File: src/rtl/if_id_stage_pkg.sv
// Shared definitions for the fetch stage and the IF/ID pipeline register.
// Contents:
//   RESET_PC_DEFAULT / NOP_INST_DEFAULT  default parameter values
//   fetch_state_t                        fetch FSM encoding (FETCH=0, HELD=1)
//   if_id_t                              IF/ID register fields
//   word_align()                         clears the two low address bits
package if_id_stage_pkg;

    localparam logic [31:0] RESET_PC_DEFAULT = 32'h0000_0000;
    localparam logic [31:0] NOP_INST_DEFAULT = 32'h0000_0000;   // sll $0,$0,0

    localparam int INST_W = 32;
    localparam int PC_W   = 32;

    typedef enum logic {
        FETCH = 1'b0,
        HELD  = 1'b1
    } fetch_state_t;

    typedef struct packed {
        logic [INST_W-1:0] inst;
        logic [PC_W-1:0]   pc4;
        logic              valid;
    } if_id_t;

    function automatic logic [PC_W-1:0] word_align(input logic [PC_W-1:0] addr);
        return addr & 32'hFFFF_FFFC;
    endfunction

endpackage

File: src/rtl/if_skid_buf.sv
// One-word skid buffer for the fetch stage. Captures the instruction word that
// returned while the pipeline was stalled so it is not fetched a second time.
// Ports:
//   clk, rst_n  clock and asynchronous active-low reset
//   load        capture din and mark full
//   clear       drop the stored word (wins over load)
//   din         word to capture
//   dout        stored word
//   full        a word is stored
module if_skid_buf
    import if_id_stage_pkg::*;
(
    input  logic              clk,
    input  logic              rst_n,
    input  logic              load,
    input  logic              clear,
    input  logic [INST_W-1:0] din,
    output logic [INST_W-1:0] dout,
    output logic              full
);

    logic [INST_W-1:0] word_reg;
    logic              full_reg;

    always_ff @(posedge clk or negedge rst_n) begin
        if (!rst_n) begin
            word_reg <= '0;
            full_reg <= 1'b0;
        end else if (clear) begin
            full_reg <= 1'b0;
        end else if (load) begin
            word_reg <= din;
            full_reg <= 1'b1;
        end
    end

    assign dout = word_reg;
    assign full = full_reg;

endmodule

File: src/rtl/if_id_stage.sv
// Fetch stage plus IF/ID pipeline register of the 5-stage MIPS pipeline.
// Owns the PC, issues one instruction fetch per cycle and latches the returned
// word into IF/ID. Honours stall (_stall_en=0) and ID-resolved branch redirects.
// Ports:
//   clk, rst_n     clock and asynchronous active-low reset
//   _stall_en      0 = hold PC and IF/ID this cycle
//   branch_taken   redirect PC to branch_target and flush IF/ID
//   branch_target  redirect address (low two bits ignored)
//   imem_req       fetch request (registered state only, no path from stall/branch)
//   imem_addr      fetch address (= PC)
//   imem_ready     imem_rdata valid this cycle for imem_addr
//   imem_rdata     fetched instruction
//   if_id_inst     instruction presented to ID
//   if_id_pc4      PC+4 of if_id_inst
//   if_id_valid    if_id_inst is a real instruction (0 = NOP bubble)
module if_id_stage
    import if_id_stage_pkg::*;
#(
    parameter logic [31:0] RESET_PC = RESET_PC_DEFAULT,
    parameter logic [31:0] NOP_INST = NOP_INST_DEFAULT
) (
    input  logic        clk,
    input  logic        rst_n,
    input  logic        _stall_en,
    input  logic        branch_taken,
    input  logic [31:0] branch_target,
    output logic        imem_req,
    output logic [31:0] imem_addr,
    input  logic        imem_ready,
    input  logic [31:0] imem_rdata,
    output logic [31:0] if_id_inst,
    output logic [31:0] if_id_pc4,
    output logic        if_id_valid
);

    fetch_state_t      state_reg;
    logic [PC_W-1:0]   pc_reg;
    logic [PC_W-1:0]   pc_plus4;
    if_id_t            if_id_reg;

    logic              skid_load;
    logic              skid_clear;
    logic [INST_W-1:0] skid_word;
    logic              skid_full;

    // Wraps naturally at 2^32.
    assign pc_plus4 = pc_reg + 32'd4;

    // A word returned during a stall is parked; any unstalled cycle either
    // consumes it (HELD) or discards it (branch), so clearing on _stall_en is enough.
    assign skid_load  = !_stall_en && (state_reg == FETCH) && imem_ready;
    assign skid_clear = _stall_en;

    if_skid_buf u_skid (
        .clk   (clk),
        .rst_n (rst_n),
        .load  (skid_load),
        .clear (skid_clear),
        .din   (imem_rdata),
        .dout  (skid_word),
        .full  (skid_full)
    );

    always_ff @(posedge clk or negedge rst_n) begin
        if (!rst_n) begin
            pc_reg    <= RESET_PC;
            state_reg <= FETCH;
            if_id_reg <= '{inst: NOP_INST, pc4: '0, valid: 1'b0};
        end else if (!_stall_en) begin
            // Branch is ignored here: ID holds it and re-presents it after the stall.
            if ((state_reg == FETCH) && imem_ready) begin
                state_reg <= HELD;
            end
        end else if (branch_taken) begin
            pc_reg          <= word_align(branch_target);
            if_id_reg.inst  <= NOP_INST;
            if_id_reg.valid <= 1'b0;
            state_reg       <= FETCH;
        end else if (state_reg == HELD) begin
            if_id_reg <= '{inst: skid_word, pc4: pc_plus4, valid: skid_full};
            pc_reg    <= pc_plus4;
            state_reg <= FETCH;
        end else if (imem_ready) begin
            if_id_reg <= '{inst: imem_rdata, pc4: pc_plus4, valid: 1'b1};
            pc_reg    <= pc_plus4;
        end else begin
            // Memory not ready: bubble, pc4 keeps its last value.
            if_id_reg.inst  <= NOP_INST;
            if_id_reg.valid <= 1'b0;
        end
    end

    assign imem_req    = rst_n && (state_reg == FETCH);
    assign imem_addr   = pc_reg;
    assign if_id_inst  = if_id_reg.inst;
    assign if_id_pc4   = if_id_reg.pc4;
    assign if_id_valid = if_id_reg.valid;

endmodule
File: config.mk
export PLATFORM = sky130hd
export DESIGN_NAME = if_id_stage
export DESIGN_NICKNAME = d
export VERILOG_FILES = /design/src/rtl/if_id_stage_pkg.sv /design/src/rtl/if_skid_buf.sv /design/src/rtl/if_id_stage.sv
export SDC_FILE = /design/constraint.sdc
export NUM_CORES = 1
export LEC_CHECK = 0
export CAP_MARGIN = 20
export CORE_MARGIN = 2
export CORE_UTILIZATION = 53
export CTS_BUF_LIST = sky130_fd_sc_hd__clkbuf_16
export DETAILED_ROUTE_END_ITERATION = 16
export PLACE_DENSITY_LB_ADDON = 0.12
export SYNTH_ARGS = -nofsm -noshare
export SYNTH_HDL_FRONTEND = slang
export SYNTH_HIERARCHICAL = 1
export SYNTH_SLANG_ARGS = --single-unit
File: constraint.sdc
create_clock -name clk -period 4.1 [get_ports clk]
set_input_delay 0.82 -clock clk [delete_from_list [all_inputs] [get_ports clk]]
set_output_delay 0.82 -clock clk [all_outputs]
set_load 0.01 [all_outputs]
==> summary.md <==
| Metric | Value |
|---|---|
| ANT nets after route | `0` |
| TritonRoute pass-1 iters | `5` |
| Yosys Warn Count | `6` |
| Crit path DAT | `2.96 ns` |
| Period minus WS final | `2.603 ns` |
| Post-CTS Setup Bufs | `0` |
| R2R depth | `6` |
| Clock sinks | `127` |
| TritonCTS Buffers | `17` |
| DR vias | `5,501` |
| Initial Utilization | `54.01%` |
| R2R setup slack | `1.50 ns` |
| Die area | `13,040 um2` |
| Clk buf depth | `2` |
| Final core area utilization | `72.33%` |
| Hold path cells | `2` |
| Worst slew pin tran | `roughly 0.65 ns` |
| Filler Cells Inserted | `901` |
| I/O Buffers | `160` |
| All-Layer GR Usage | `27.43%` |
| Layout cell share with drive strength beyond 1 | `about an eighth` |
| Cell mode on critical path | `nor2_1` |
| Async set or reset register ratio after synthesis | `100.0%` |
| CTS clk-pin slew, worst paths | `0.06 ns` |
| Initial antenna violation count | `0` |
| Final setup vio count | `0` |
| Met1 usage | `between 30% and 40%` |
| Placed insts | `900` |
| Register area | `~3200 um2` |
| Iteration-0 DRC count of the detailed router | `391` |
| # diodes | `0` |
| Hold buffer count at cts | `0` |
| Seq cells post-synth | `127` |
| First-pass GRT wire length | `28.10 mm` |
| Hold Crit Start | `if_id_pc4[19]` |
| Post-synthesis cell area | `6434 um2` |
| Type of origin of the critical path | `flop` |
| Mean area per synthesized cell | `10.16 um2` |
| Prevailing post-synth register cell | `dfrtp_1` |
| Hold Vio Cnt, Final | `0` |
| Most frequent cells in the layout | `clkdlybuf4s50_1, dfrtp_1, nand2_1, o22ai_1, a22oi_1` |
| Leak Pwr | `3.504 nW` |
| Core Rows | `40` |
| Critical path fanouts, max | `25` |
| Clk root buf | `clkbuf_16` |
| Post-DP HPWL | `~11 mm` |
| Period utilisation layout | `63.49%` |
| Critical-path top delay cell | `dfrtp_1` |
| Non-filler cells, final | `934` |
| Status | `finished, final reports clean` |
| Post-route setup TNS | `0 ns` |
| Vias in the first global route | `5,514` |
| Critical Path End Type | `flop` |
| DRC Markers | `0` |
| Clk Latency, worst-skew pair | `0.42 ns` |
| Worst Path Required | `4.45 ns` |
| Via density | `5.890` |
| Routability Congestion | `0.8931` |
| Peak supply drop | `0.2682 mV` |
| Most common cell after layout, fill and taps aside | `clkdlybuf4s50_1` |
| Delay-heaviest family, CP | `simple AND/OR/NAND/NOR gates` |
| Fin nets | `~840` |
| PwrDens | `470.3 nW/um2` |
| Critical path type | `flop to flop` |
| Number of synthesized flops with an enable pin | `0` |
| Final Power | `4.052 mW` |
| Worst Hold Class | `flop to flop` |
| Reg-to-Reg Start | `state_reg` |
| CP max stage delay | `0.66 ns` |
| Die height | `114.2 um` |
| Core Area | `11,910 um2` |
| Post-cts sizing count | `0` |
| Drt wl/cell | `18.56 um` |
| Clock Skews | `0.01019 ns` |
| Pin count of the biggest net entering global routing | `81` |
| Grt total ovfl | `0` |
| Met2 usage | `45.44%` |
| Register area share after synthesis | `49.40%` |
| Worst R2R End | `if_id_pc4[30]` |
| Max Cap Violations | `0` |
| Pins Over Slew Limit | `0` |
| Die width | `114.2 um` |
| CP bufs+invs | `1` |
| Relative slew slack | `56.50%` |
| # H-tree levels | `4` |
| Syn Inst Count | `633` |
| WL final | `between 15 and 20 mm` |
| Area grow syn2layout | `33.92%` |
| Most crowded layer after global routing | `met2` |
| Ports | `167` |
| F_max | `slightly below 400 MHz` |
| Hold endpoint | `if_id_pc4[19]` |
| Critical Path, Cell by Cell | `buf_4 > nor2_1 > nor2_1 > nand2_1 > or4_4 > nand3_1` |
| CTS tree | `yes` |
| Post-synth cell types | `62` |
| Met3 usage | `7.517%` |
| Area of the multi-input gates | `2821 um2` |
| Unrepaired setup endpoints after global routing | `false` |
## kinds of logic after synthesis
logic type	synth area share, %
adder cells (fa/ha/maj)	0.1944
XOR/XNOR	2.995
other	0.05829
buffers and inverters	6.962
multiplexers	7.662
AND/OR/NAND/NOR	15.56
flip-flops	49.40
AO/OA/AOI/OAI	17.17
## routing by layer
metal	vias to the layer above	share of wire (%)
met5	-	0
met4	0	1.6
met3	27	7.0
met2	213	50
met1	2713	41
li1	2548	-
## report_power, final
part | switching (mW) | leakage [nW] | internal, mW | total (mW)
clock network | 0.546 | 0.275 | 0.877 | 1.42
logic | 0.404 | 1.67 | 0.550 | 0.954
registers | 0.205 | 1.56 | 1.47 | 1.68
total | 1.15 | 3.50 | 2.90 | 4.05
## worst min-delay path: cells and delay by family, from the launching register on
kind	cells	cell delay (ns)
flops	1	0.33
simple gates	1	0.05
compound gates	1	0.06
## layout make-up
type / instances / share of cell area (%)
inverters: 36 / 1.568
clock buffers: 17 / 4.938
repair buffers: 176 / 20.21
flip-flops and latches: 127 / 36.89
clock inverters: 15 / 1.510
well taps: 147 / 2.135
multi-input cells: 416 / 32.75
## through the flow
step                      area (um2)  hold WS (ns)  worst slack (ns)
final                           8616        0.4745             1.497
after global placement          8018        0.4611             1.121
after floorplan                 6445        0.4607             1.713
after detailed placement        8018        0.4692             1.079
after CTS                       8573        0.4807             1.330
after global routing            8616        0.4936             1.288
## synth_stat cells, drive strengths merged (5+ instances only)
| cell type | count | area (um2) |
|---|---|---|
| nand2 | 51 | 191.4 |
| nand4 | 9 | 62.56 |
| nor2b | 9 | 63.81 |
| nor2 | 33 | 123.9 |
| nor3 | 11 | 60.06 |
| nand3 | 30 | 167.7 |
| dfrtp | 127 | 3178 |
| a311oi | 7 | 61.31 |
| o211ai | 5 | 37.54 |
| o21ai | 39 | 195.2 |
| nand3b | 6 | 45.04 |
| a22oi | 38 | 285.3 |
| buf | 25 | 191.4 |
| xnor2 | 12 | 105.1 |
| a21oi | 27 | 135.1 |
| and3 | 8 | 57.55 |
| clkbuf | 32 | 121.4 |
| mux2 | 32 | 473.0 |
| xor2 | 10 | 87.58 |
| inv | 35 | 131.4 |
| o22ai | 39 | 244.0 |
| and4 | 8 | 70.07 |
## how the worst max path moves through the flow
stage / cells past startpoint / startpoint / end
floorplan: 8 / imem_ready / u_skid/dout[0]
global placement: 5 / imem_ready / imem_addr[21]
detailed placement: 5 / imem_ready / imem_addr[21]
CTS: 5 / state_reg / imem_addr[21]
global route: 6 / state_reg / if_id_pc4[28]
finish: 6 / state_reg / if_id_pc4[30]
No activity file was read; power rests on OpenSTA's default activity.
